$ cat src/rtl/seg_letter_decoder.sv
// Debounced 7-segment letter decoder: locks onto A/N/B/D after STABLE_CYCLES identical samples.
// Optional macro SEG_DP_CHECK_EN makes a lit decimal point (seg_in[7]) unrecognized.
module seg_letter_decoder #(
    parameter int STABLE_CYCLES = 4,
    parameter int CNT_W         = 8
) (
    input  logic             clk_2,
    input  logic             reset,
    input  logic [7:0]       seg_in,
    input  logic             sample_en,
    output logic [1:0]       code,
    output logic             code_valid,
    output logic             invalid,
    output logic [CNT_W-1:0] change_cnt,
    output logic [CNT_W-1:0] err_cnt,
    output logic [1:0]       fsm_state
);

    typedef enum logic [1:0] {
        IDLE    = 2'd0,
        QUALIFY = 2'd1,
        LOCKED  = 2'd2
    } state_t;

    localparam logic [3:0]       STABLE  = 4'(STABLE_CYCLES);
    localparam logic [CNT_W-1:0] CNT_MAX = '1;

    state_t     state;
    logic [1:0] cand;
    logic [3:0] run;
    logic       lock_seen;

    logic       hit;
    logic [1:0] letter;
    logic       take;
    logic [3:0] new_run;
    logic       lock_now;

    always_comb begin
        hit    = 1'b1;
        letter = 2'b00;
        case (seg_in[6:0])
            7'h77:   letter = 2'b00;
            7'h37:   letter = 2'b01;
            7'h7C:   letter = 2'b10;
            7'h5E:   letter = 2'b11;
            default: hit = 1'b0;
        endcase
`ifdef SEG_DP_CHECK_EN
        if (seg_in[7]) hit = 1'b0;
`endif
    end

    // A recognized sample either extends the current run or starts a fresh one;
    // the held code in LOCKED is the only case that changes nothing.
    always_comb begin
        take     = hit && !(state == LOCKED && letter == code);
        new_run  = (state == QUALIFY && letter == cand) ? run + 4'd1 : 4'd1;
        lock_now = take && (new_run >= STABLE);
    end

    always_ff @(posedge clk_2 or posedge reset) begin
        if (reset) begin
            state      <= IDLE;
            cand       <= 2'b00;
            run        <= 4'd0;
            lock_seen  <= 1'b0;
            code       <= 2'b00;
            code_valid <= 1'b0;
            invalid    <= 1'b0;
            change_cnt <= '0;
            err_cnt    <= '0;
        end else begin
            invalid <= 1'b0;
            if (sample_en) begin
                if (!hit) begin
                    state      <= IDLE;
                    run        <= 4'd0;
                    code_valid <= 1'b0;
                    invalid    <= 1'b1;
                    if (err_cnt != CNT_MAX) err_cnt <= err_cnt + 1'b1;
                end else if (take) begin
                    cand <= letter;
                    run  <= new_run;
                    if (lock_now) begin
                        state      <= LOCKED;
                        code       <= letter;
                        code_valid <= 1'b1;
                        lock_seen  <= 1'b1;
                        if (lock_seen && letter != code && change_cnt != CNT_MAX)
                            change_cnt <= change_cnt + 1'b1;
                    end else begin
                        state <= QUALIFY;
                    end
                end
            end
        end
    end

    assign fsm_state = state;

endmodule

$ cat config.mk
export PLATFORM = sky130hd
export DESIGN_NAME = seg_letter_decoder
export DESIGN_NICKNAME = d
export VERILOG_FILES = /design/src/rtl/seg_letter_decoder.sv
export SDC_FILE = /design/constraint.sdc
export NUM_CORES = 1
export LEC_CHECK = 0
export ABC_AREA = 1
export BUFFER_PORTS_ARGS = -buffer_cell sky130_fd_sc_hd__buf_4
export CAP_MARGIN = 20
export CORE_ASPECT_RATIO = 1.1
export CORE_MARGIN = 4
export CORE_UTILIZATION = 50
export CTS_CLUSTER_DIAMETER = 200
export DETAILED_ROUTE_END_ITERATION = 10
export GPL_TIMING_DRIVEN = 0
export MAX_ROUTING_LAYER = met4
export PLACE_DENSITY_LB_ADDON = 0.15
export RECOVER_POWER = 50
export SYNTH_ARGS = -nofsm -noshare
export SYNTH_HDL_FRONTEND = slang
export SYNTH_SLANG_ARGS = --single-unit
$ cat constraint.sdc
create_clock -name clk_2 -period 2.85 [get_ports clk_2]
set_input_delay 0.285 -clock clk_2 [delete_from_list [all_inputs] [get_ports clk_2]]
set_output_delay 0.285 -clock clk_2 [all_outputs]
set_load 0.01 [all_outputs]
=== Word level (Yosys, flattened, before mapping) ===
Cells that the tools add are included.

* Flip-flop bits (word level): 29
* Input port bits: 11
* Logic and storage cells: 54
* Output and inout bits: 22

* Muxes and demuxes: 13
* Add/sub/neg operators: 3
* Bitwise logic cells: 1
* Equal/unequal tests: 13
* Reduce and logical (&&, ||, !) cells: 14
* $lt $le $gt $ge: 1

{| class="wikitable"
|+ Operator list
! operator !! count
|-
| 7-bit equality test (second input constant) || 3
|-
| 8-bit by 1-bit adder with 8-bit output (second input constant) || 2
|-
| 8-bit inequality test (second input constant) || 2
|-
| 4-bit two-way mux || 3
|-
| 3-bit AND reduction || 3
|-
| 7-bit by 6-bit equality test with 1-bit output (second input constant) || 1
|-
| 1-bit logical AND || 6
|-
| 1-bit two-way mux || 6
|-
| 2-bit two-way mux || 3
|-
| 2-bit one-hot mux with 3 select lines || 1
|-
| 5-bit AND reduction || 1
|-
| 4-bit by 1-bit adder with 4-bit output (second input constant) || 1
|-
| 2-bit equality test || 2
|-
| 4-bit by 3-bit greater-or-equal comparator with 1-bit output (second input constant) || 1
|-
| 2-bit by 1-bit inequality test with 1-bit output (second input constant) || 2
|-
| 4-bit AND reduction || 1
|-
| 4-bit OR reduction || 1
|-
| 2-bit by 1-bit equality test with 1-bit output (second input constant) || 1
|-
| 2-bit equality test (second input constant) || 1
|-
| 2-bit inequality test || 1
|-
| 2-bit AND reduction || 1
|-
| 1-bit zero test || 1
|-
| 1-bit inverter || 1
|}

=== Depth between registers and ports, before layout ===
Gate-level depths: netlist of run 1.

* Depth in word-level cells: 10
* Gate-level depth with buffers: 14
* Depth with buffers taken out: 14

=== Least setup slack after synthesis of run 1 ===
Ideal clock, no wire load.

* Path kind: register -> register
* From: register change_cnt[0]
* To: register change_cnt[0]
* Data required time: 2.733 ns
* Clock period less this slack: 1.618 ns
* Setup time: 0.117 ns
* Arrival: 1.501 ns
* Setup slack: 1.232 ns
* Path buffers: 0
* Cell stages (with the launch flop): 8
* Path through: dfrtp_1 -> ha_1 -> nand4_1 -> o21ai_0 -> a31oi_2 -> nand2_2 -> nand2_1 -> nand2_1

* Cells in the longest elaborated chain, start to end: 3
* Elaborated cells on any way between the ends: 4
* Classes of those cells: add/sub: 1; eq/ne: 1; reduce/logical: 2

{| class="wikitable"
|+ Ends and longest elaborated chain
! element !! RTL line !! source
|-
| from (decl) || 14 || <nowiki>output logic [CNT_W-1:0] change_cnt,</nowiki>
|-
| from (signal assigned) || 91 || <nowiki>change_cnt <= change_cnt + 1'b1;</nowiki>
|-
| parallel branches: the longest is 3 deep, another holds 8-bit by 1-bit adder with 8-bit output || -- ||
|}

Several ways; the timed one is not identified.
A chain may end at the register's enable or synchronous reset.

=== Worst setup path after layout of run 1 ===
* From: register change_cnt[0]
* To: register change_cnt[1]

The elaborated chain is that of the path after synthesis.

==> run metrics, run 1 <==
status finished, violations left; violated checks hold timing; Compound-Gate Fraction of Synth Area 4.270%; Buffers on Ports 31; CTS buffer count 5; Finish-stage setup viols 0; Final nets 243; DIE AREA 4197 µm²; Max Cap Viol 0; largest net degree at the start of global routing 30; XOR/XNOR Fraction of Synth Area 7.609%; initial antenna violation count 0; worst endpoint required time 3.08 ns; I/O Pins 33; clock tree buffer depth 2; top cell type's share of synthesized area 45.03%; core area 3074 µm²; final worst path period need 1.848 ns; Slew headroom 39.87%; worst path arrival time 2.08 ns; Max Freq 541.0 MHz; Die Ht 67.55 µm; largest area contributor in the netlist dfrtp_1; Area after DPL 1887 µm²; antenna viol nets, final 0; fin crit share 64.85%; hold-fix buffers at CTS 0; ranking of synthesized cells by area dfrtp_1 (45%), nand2_1 (13%), nand3_1 (6.8%), inv_1 (4.4%), xnor2_1 (3.8%); Fillers 280; Post-Synth Adder-Cell Area 2.329%; detailed placement HPWL 2.390 mm; Register Area 725.7 µm²; Std-Cell Rows 21; Slew Limit Fails 0; clk sinks 29; Seq/Total Area, Yosys 45.03%; Min-Delay Path Class primary input to async pin; Final GP Congestion 0.8337; Global Route Usage Sum 16.82%; Design Area, Final 1931 µm²; H-tree depth 2; later-pin clock latency in the skew report 0.33 ns; multi-input logic area 784.5 µm²; Avg Vias per Cell 4.989; Layout Skew 0.007941 ns; Hold Slack -0.01815 ns; fin cells 264; synth warn 0; multiplexer share of the synthesized area 0%; CTS resizes 0; CTS clk-pin slew, worst paths 0.09 ns; Die X 62.13 µm; DRT Pass-1 Iters 4; Setup crit end kind register; Initial DRC Count 48; post-CTS setup buffers 0; distinct cell type count after synthesis 23; simple-gate area share of the yosys netlist 34.94%; worst slew pin tran 0.9020 ns; Area Overhead vs Synth 19.80%; CTS Root Cell clkbuf_4; Routed wire per std cell 11.80 µm; Post-Syn Nets 204; CTS tree yes; Max IR drop VDD 0.0006199 V; global route overflow 0; path type of the worst setup path register to register; Static Leak 0.001049 µW; initial core utilization 52.42%; Mapped Area 1612 µm²; setup TNS 0 ns; Via Count 1317; CP Launch Type register; Mapped Avg Cell Area 8.482 µm²; first-pass GRT wire length 5.382 mm; r2r startpoint change_cnt[0]; RSZ-0062 raised after global routing no; power density over cell area 547.5 nW/µm²; DRT Wirelength 3.115 mm; endpoints failing hold 13; share of layout cells above drive strength 1 22.17%; Ant. Diodes 0; largest family of logic cells by synthesized area simple AND/OR/NAND/NOR gates; vias in the first global route 1312; worst-path fanout max 9; placed cell count 255; crit path launch change_cnt[0]; drt drc 0; #FFs+latches synth 29; Post-Syn Instances 190
## final timing paths
kind                       slack [ns]            end  depth (start not counted)
setup / recovery                 1.00  change_cnt[1]                          7
hold / removal                  -0.02     err_cnt[0]                          2
setup reg to reg                 1.00  change_cnt[1]                          7
hold reg to reg                  0.48      lock_seen                          1
max in group asynchronous        1.68   fsm_state[0]                          3
min in group clk_2               0.32   fsm_state[1]                          4
## metrics by stage
| stage | hold slack (ns) | power [µW] | worst slack (ns) | util (%) |
|---|---|---|---|---|
| 4_1_cts | 0.2495 | 1086 | 0.9564 | 64.14 |
| 5_1_grt | 0.005148 | 1120 | 0.7826 | 62.80 |
| 3_3_place_gp | 0.4509 | 717.1 | 1.032 | 61.38 |
| 2_1_floorplan | 0.3631 | 620.2 | 1.232 | - |
| 3_5_place_dp | 0.4557 | 726.3 | 1.007 | 61.38 |
| 6_report | -0.01815 | 1057 | 1.002 | 62.80 |
## cell families (layout without fill, tap and decap cells)
group / after synthesis / count (layout)
buf+inv: 22 / 62
compound gates: 12 / 12
flops: 29 / 29
fa+ha+maj: 3 / 3
simple gates: 110 / 110
xor+xnor: 14 / 14
## final cells by class
cell class	instances	share of cell area (%)
multi-input combinational	139	40.64
tap	34	2.204
inverter	21	4.083
clock buffer	7	2.852
timing repair buffer	32	10.30
buffer	1	0.7777
clock inverter	1	1.555
sequential	29	37.59
## critical path, cell delays in order (launching register included)
cell and delay, ns:
dfrtp_1 0.44, ha_1 0.26, nand4_1 0.14, o21ai_0 0.11, a31oi_2 0.42, nand2_2 0.21, nand2_1 0.11, nand2_1 0.05
## cell usage after synthesis, drive strengths merged
master and count:
nand4 4, xnor2 7, buf 1, dfrtp 29, nand3 23, o22ai 1, xor2 7, o21ai 10
or2 1, nand2 67, a31oi 1, inv 21, nor2 15, ha 3
## flip-flops by register name, indices dropped and copies added (netlist names)
register,cells
change_cnt,8
err_cnt,8
run,4
cand,2
code,2
fsm_state,2
code_valid,1
invalid,1
lock_seen,1
## routing by layer
metal / wire length, µm / track usage [%] / vias to the layer above
li1: - / - / 680
met1: 1278 / 16.61 / 605
met2: 1641 / 31.61 / 27
met3: 157 / 3.494 / 5
met4: 37 / 8.130 / 0
met5: 0 / - / -
## cell usage in the layout (no fill, tap or decap)
cell type / netlist / layout
nand2_4: 3 / 3
bufinv_16: 0 / 1
o21ai_0: 8 / 8
nand2_2: 8 / 8
nand3_4: 1 / 1
clkbuf_4: 0 / 6
inv_1: 19 / 19
buf_8: 1 / 1
inv_2: 2 / 2
o21ai_1: 2 / 2
o22ai_1: 1 / 1
nor2_2: 3 / 3
dfrtp_1: 29 / 29
xnor2_1: 7 / 7
buf_4: 0 / 20
nand2_1: 56 / 56
nand4_1: 3 / 3
clkbuf_8: 0 / 1
nor2_1: 9 / 10
ha_1: 3 / 3
a31oi_2: 1 / 1
xor2_1: 7 / 7
nor2_8: 2 / 2
nand3_1: 22 / 22
nand4_2: 1 / 1
clkbuf_1: 0 / 12
or2_2: 1 / 1
## power by group
| part | internal, µW | leakage [µW] | switching (µW) |
|---|---|---|---|
| sequential | 456 | 0.000380 | 52.9 |
| combinational | 93.1 | 0.000623 | 104 |
| clock | 209 | 0.0000455 | 143 |
| total | 758 | 0.00105 | 299 |
Power figures use the tool's default switching activity.
==> run 2: changes to the inputs <==
--- a/config.mk
+++ b/config.mk
@@ -10,7 +10,7 @@
 export CAP_MARGIN = 20
 export CORE_ASPECT_RATIO = 1.1
 export CORE_MARGIN = 4
-export CORE_UTILIZATION = 50
+export CORE_UTILIZATION = 49
 export CTS_CLUSTER_DIAMETER = 200
 export DETAILED_ROUTE_END_ITERATION = 10
 export GPL_TIMING_DRIVEN = 0
==> constraint.sdc (replaced) <==
create_clock -name clk_2 -period 1.66 [get_ports clk_2]
set_input_delay 0.166 -clock clk_2 [delete_from_list [all_inputs] [get_ports clk_2]]
set_output_delay 0.166 -clock clk_2 [all_outputs]
set_load 0.01 [all_outputs]
==> run metrics, run 2 (synthesis results as in run 1) <==
status finished clean; Std-Cell Rows 21; DRT Wirelength 3.564 mm; Initial DRC Count 86; final worst path period need 1.597 ns; Fillers 260; worst path arrival time 1.83 ns; Design Area, Final 2037 µm²; Area after DPL 1887 µm²; pre-CTS setup slack -0.1841 ns; Die Ht 68.15 µm; CTS Root Cell clkbuf_4; Routed wire per std cell 12.96 µm; Buffers on Ports 31; Hold Slack 0.1918 ns; Global Route Usage Sum 17.52%; Setup crit end kind register; r2r startpoint change_cnt[2]; Final Power 1939 µW; vias in the first global route 1347; Slew headroom 66.91%; top flop regs change_cnt (8), err_cnt (8), run (4); later-pin clock latency in the skew report 0.34 ns; share of layout cells above drive strength 1 27.80%; worst-path fanout max 5; worst endpoint required time 1.90 ns; Finish-stage setup viols 0; endpoints failing hold 0; H-tree depth 2; CTS tree yes; most frequent cells in the layout nand2_1 (56), buf_4 (31), dfrtp_1 (28); worst slew pin tran 0.4957 ns; Max Freq 626.2 MHz; detailed placement HPWL 2.421 mm; DIE AREA 4271 µm²; Final nets 254; CTS clk-pin slew, worst paths 0.11 ns; I/O Pins 33; fin cells 275; final setup margin 0.06305 ns; core area 3100 µm²; path type of the worst setup path register to register; clock tree buffer depth 2; largest net degree at the start of global routing 30; initial core utilization 51.98%; Final GP Congestion 0.7579; power density over cell area 951.9 nW/µm²; r2r setup slk 0.06 ns; Avg Vias per Cell 5.040; initial antenna violation count 0; Register Area 726.9 µm²; Static Leak 0.001105 µW; leading cell type in the layout, fill and taps excluded nand2_1; drt drc 0; crit path launch change_cnt[2]; Area Overhead vs Synth 26.40%; Critical Path End change_cnt[6]; antenna viol nets, final 0; fin crit share 96.20%; Via Count 1386; Min-Delay Path Class primary input to register; placed cell count 255; Max IR drop VDD 0.0008782 V; Reg2Reg Capture Point change_cnt[6]; CTS buffer count 5; Ant. Diodes 0; Layout Skew 0.01663 ns; DRT Pass-1 Iters 4; global route overflow 0; Max Cap Viol 0; clk sinks 29; multi-input logic area 799.5 µm²; Slew Limit Fails 0; R2R depth 8; CP Launch Type register; Die X 62.68 µm; first-pass GRT wire length 5.664 mm
run 2: cell types whose count changed in the layout (fill, tap and decap cells not counted), sizes merged:
cell         delta
clkbuf          -1
dlygate4sd3     +1
buf            +11
run 2: power by group:
group / switching [µW] / internal, µW / leakage, µW
sequential: 77.5 / 782 / 0.000379
clock: 263 / 360 / 0.0000455
combinational: 211 / 245 / 0.000681
run 2: worst min-delay path by stage:
stage | from | end | cells after the start
3_3_place_gp | lock_seen | lock_seen | 1
4_1_cts | reset | code_valid | 2
5_1_grt | sample_en | fsm_state[1] | 4
2_1_floorplan | reset | cand[0] | 1
6_report | sample_en | fsm_state[1] | 4
3_5_place_dp | lock_seen | lock_seen | 1
run 2: repair_timing:
item                                    in CTS  in global routing
endpoints found under the setup margin       8                 11
buffers inserted                             2                  8
hold buffers                                 0                  1
hold endpoints to repair                     0                 12
pin swaps                                    0                  2
resized for setup                            0                  4
run 2: layout make-up:
type	instances	area share (%)
Tap cell	34	2.088
Multi-Input combinational cell	139	39.25
Buffer	1	0.7371
Inverter	21	3.870
Timing Repair Buffer	43	14.19
Sequential cell	29	35.69
Clock buffer	7	2.703
Clock inverter	1	1.474
run 2: metal layers:
| metal | up-vias | wire length, µm | part of all wire, % | track usage (%) |
|---|---|---|---|---|
| li1 | 703 | - | - | - |
| met1 | 647 | 1487 | 42 | 18.22 |
| met2 | 29 | 1864 | 52 | 32.49 |
| met3 | 7 | 167 | 4.7 | 3.612 |
| met4 | 0 | 45 | 1.3 | 7.989 |
| met5 | - | 0 | 0 | - |
run 2: critical path, cell delays in order, from the launching register on:
cell and delay, ns:
dfrtp_1 0.44, nand2_1 0.11, inv_1 0.11, nand4_1 0.14, o21ai_0 0.24, a31oi_2 0.09
buf_4 0.18, nand3_1 0.11, nand2_1 0.08
run 2: stage by stage:
stage | TNS [ns] | util, %
finish | 0 | 65.70
global route | -0.003374 | 65.70
CTS | 0 | 64.08
detailed placement | -1.444 | 60.86
global placement | -1.241 | 60.86
floorplan | 0 | -
==> run 3: changes to the inputs <==
--- a/config.mk
+++ b/config.mk
@@ -13,7 +13,7 @@
 export CORE_UTILIZATION = 49
 export CTS_CLUSTER_DIAMETER = 200
 export DETAILED_ROUTE_END_ITERATION = 10
-export GPL_TIMING_DRIVEN = 0
+export GPL_TIMING_DRIVEN = 1
 export MAX_ROUTING_LAYER = met4
 export PLACE_DENSITY_LB_ADDON = 0.15
 export RECOVER_POWER = 50
==> run metrics, run 3 (synthesis results as in run 1) <==
status finished clean; Initial DRC Count 57; Max IR drop VDD 0.001032 V; core area 3100 µm²; H-tree depth 2; worst slew pin tran 0.7098 ns; endpoints failing hold 0; Final nets 254; fin cells 275; most frequent cells in the layout nand2_1 (55), buf_4 (32), dfrtp_1 (29); Buffers on Ports 31; share of layout cells above drive strength 1 28.22%; Final GP Congestion 0.8333; Area Overhead vs Synth 24.38%; worst path arrival time 1.77 ns; Comb power frac 23.5%; Fillers 279; Die Ht 68.15 µm; top flop regs change_cnt (8), err_cnt (8), run (4); Sw Ratio 30.81%; Die X 62.68 µm; CTS tree yes; pre-CTS setup slack 0.007671 ns; Max Freq 637.4 MHz; placed cell count 264; DIE AREA 4271 µm²; power density over cell area 826.6 nW/µm²; DRT Pass-1 Iters 4; Global Route Usage Sum 16.52%; worst endpoint required time 1.86 ns; path type of the worst setup path register to register; net switching power 510.5 µW; Clock Power Share 23.9%; drt drc 0; CTS clk-pin slew, worst paths 0.09 ns; DRT Wirelength 3.188 mm; vias in the first global route 1308; Avg Vias per Cell 5.007; Slew headroom 52.68%; Max Cap Viol 0; first-pass GRT wire length 5.354 mm; Via Count 1377; detailed placement HPWL 2.457 mm; Worst Path Buf+Inv 1; CP Launch Type register; later-pin clock latency in the skew report 0.32 ns; initial core utilization 51.98%; worst-path fanout max 6; leading cell type in the layout, fill and taps excluded nand2_1; Final Power 1657 µW; Hold Slack 0.2175 ns; Std-Cell Rows 21; Min-Delay Path Class primary input to register; Slew Limit Fails 0; antenna viol nets, final 0; global route overflow 0; Finish-stage setup viols 0; Final Util 64.65%; I/O Pins 33; largest net degree at the start of global routing 30; final worst path period need 1.569 ns; clock tree buffer depth 2; RSZ-0062 raised after global routing yes; Static Leak 0.001095 µW; initial antenna violation count 0; fin crit share 94.51%; internal power 1146 µW; Routed wire per std cell 11.59 µm; CTS buffer count 5; clk sinks 29; CTS Root Cell clkbuf_4; Worst path max stage delay 0.42 ns; Ant. Diodes 0; CP top delay family simple AND/OR/NAND/NOR gates; Layout Skew 0.006841 ns; sequential power share 52.5%; final setup margin 0.09113 ns; CP max stage cell dfrtp_1; Setup crit end kind register; CP Cell Sequence ha_2, xnor2_2, nand2_2, nand2_4, nor2_8, buf_4, or2_2
## run 3: worst register-to-register path, cell delays in order (launching register included)
cell,delay (ns)
dfrtp_1,0.42
ha_2,0.21
xnor2_2,0.16
nand2_2,0.09
nand2_4,0.11
nor2_8,0.05
buf_4,0.15
or2_2,0.26
## run 3: final cells by class
cell class / instances / area [µm²] / share of cell area (%)
clock buffer: 6 / 41.29 / 2.060
clock inverter: 2 / 10.01 / 0.4994
inverter: 21 / 78.83 / 3.933
multi-input combinational: 139 / 809.5 / 40.39
sequential: 29 / 725.7 / 36.20
tap: 34 / 42.54 / 2.122
timing repair buffer: 44 / 296.5 / 14.79
## run 3: metal layers
metal	vias to the layer above	global-route usage, %	wire, µm
li1	700	-	-
met1	647	18.15	1402
met2	24	29.16	1656
met3	6	4.105	92
met4	0	6.887	36
met5	-	-	0
## run 3: power by group through the flow
stage / Combinational [µW] / Sequential, µW / Clock (µW)
after detailed placement: 364 / 886 / 0
after CTS: 367 / 873 / 411
after floorplan: 158 / 907 / 0
after global routing: 428 / 886 / 443
after global placement: 357 / 879 / 0
final: 389 / 871 / 397
## run 3: repair_timing
item,in CTS,in global routing
gates resized for setup,0,5
hold endpoints to repair,29,0
buffers inserted,0,2
endpoints found under the setup margin,0,3
hold buffers,1,0
## run 3: stage by stage
| step | instance area (µm²) | setup TNS, ns |
|---|---|---|
| 3_3_place_gp | 1947 | 0 |
| 6_report | 2004 | 0 |
| 5_1_grt | 2004 | -0.008331 |
| 3_5_place_dp | 1947 | 0 |
| 2_1_floorplan | 1612 | 0 |
| 4_1_cts | 2008 | 0 |
## run 3: path summary, 6_finish.rpt
| path | endpoint | slack [ns] | start | cells after the start |
|---|---|---|---|---|
| min in group asynchronous | err_cnt[2] | 0.59 | reset | 4 |
| max in group asynchronous | change_cnt[3] | 0.61 | reset | 4 |
| worst max-delay path | lock_seen | 0.09 | run[0] | 7 |
| worst min register to register | lock_seen | 0.49 | lock_seen | 1 |
| worst max register to register | lock_seen | 0.09 | run[0] | 7 |
| worst min-delay path | fsm_state[1] | 0.22 | sample_en | 4 |
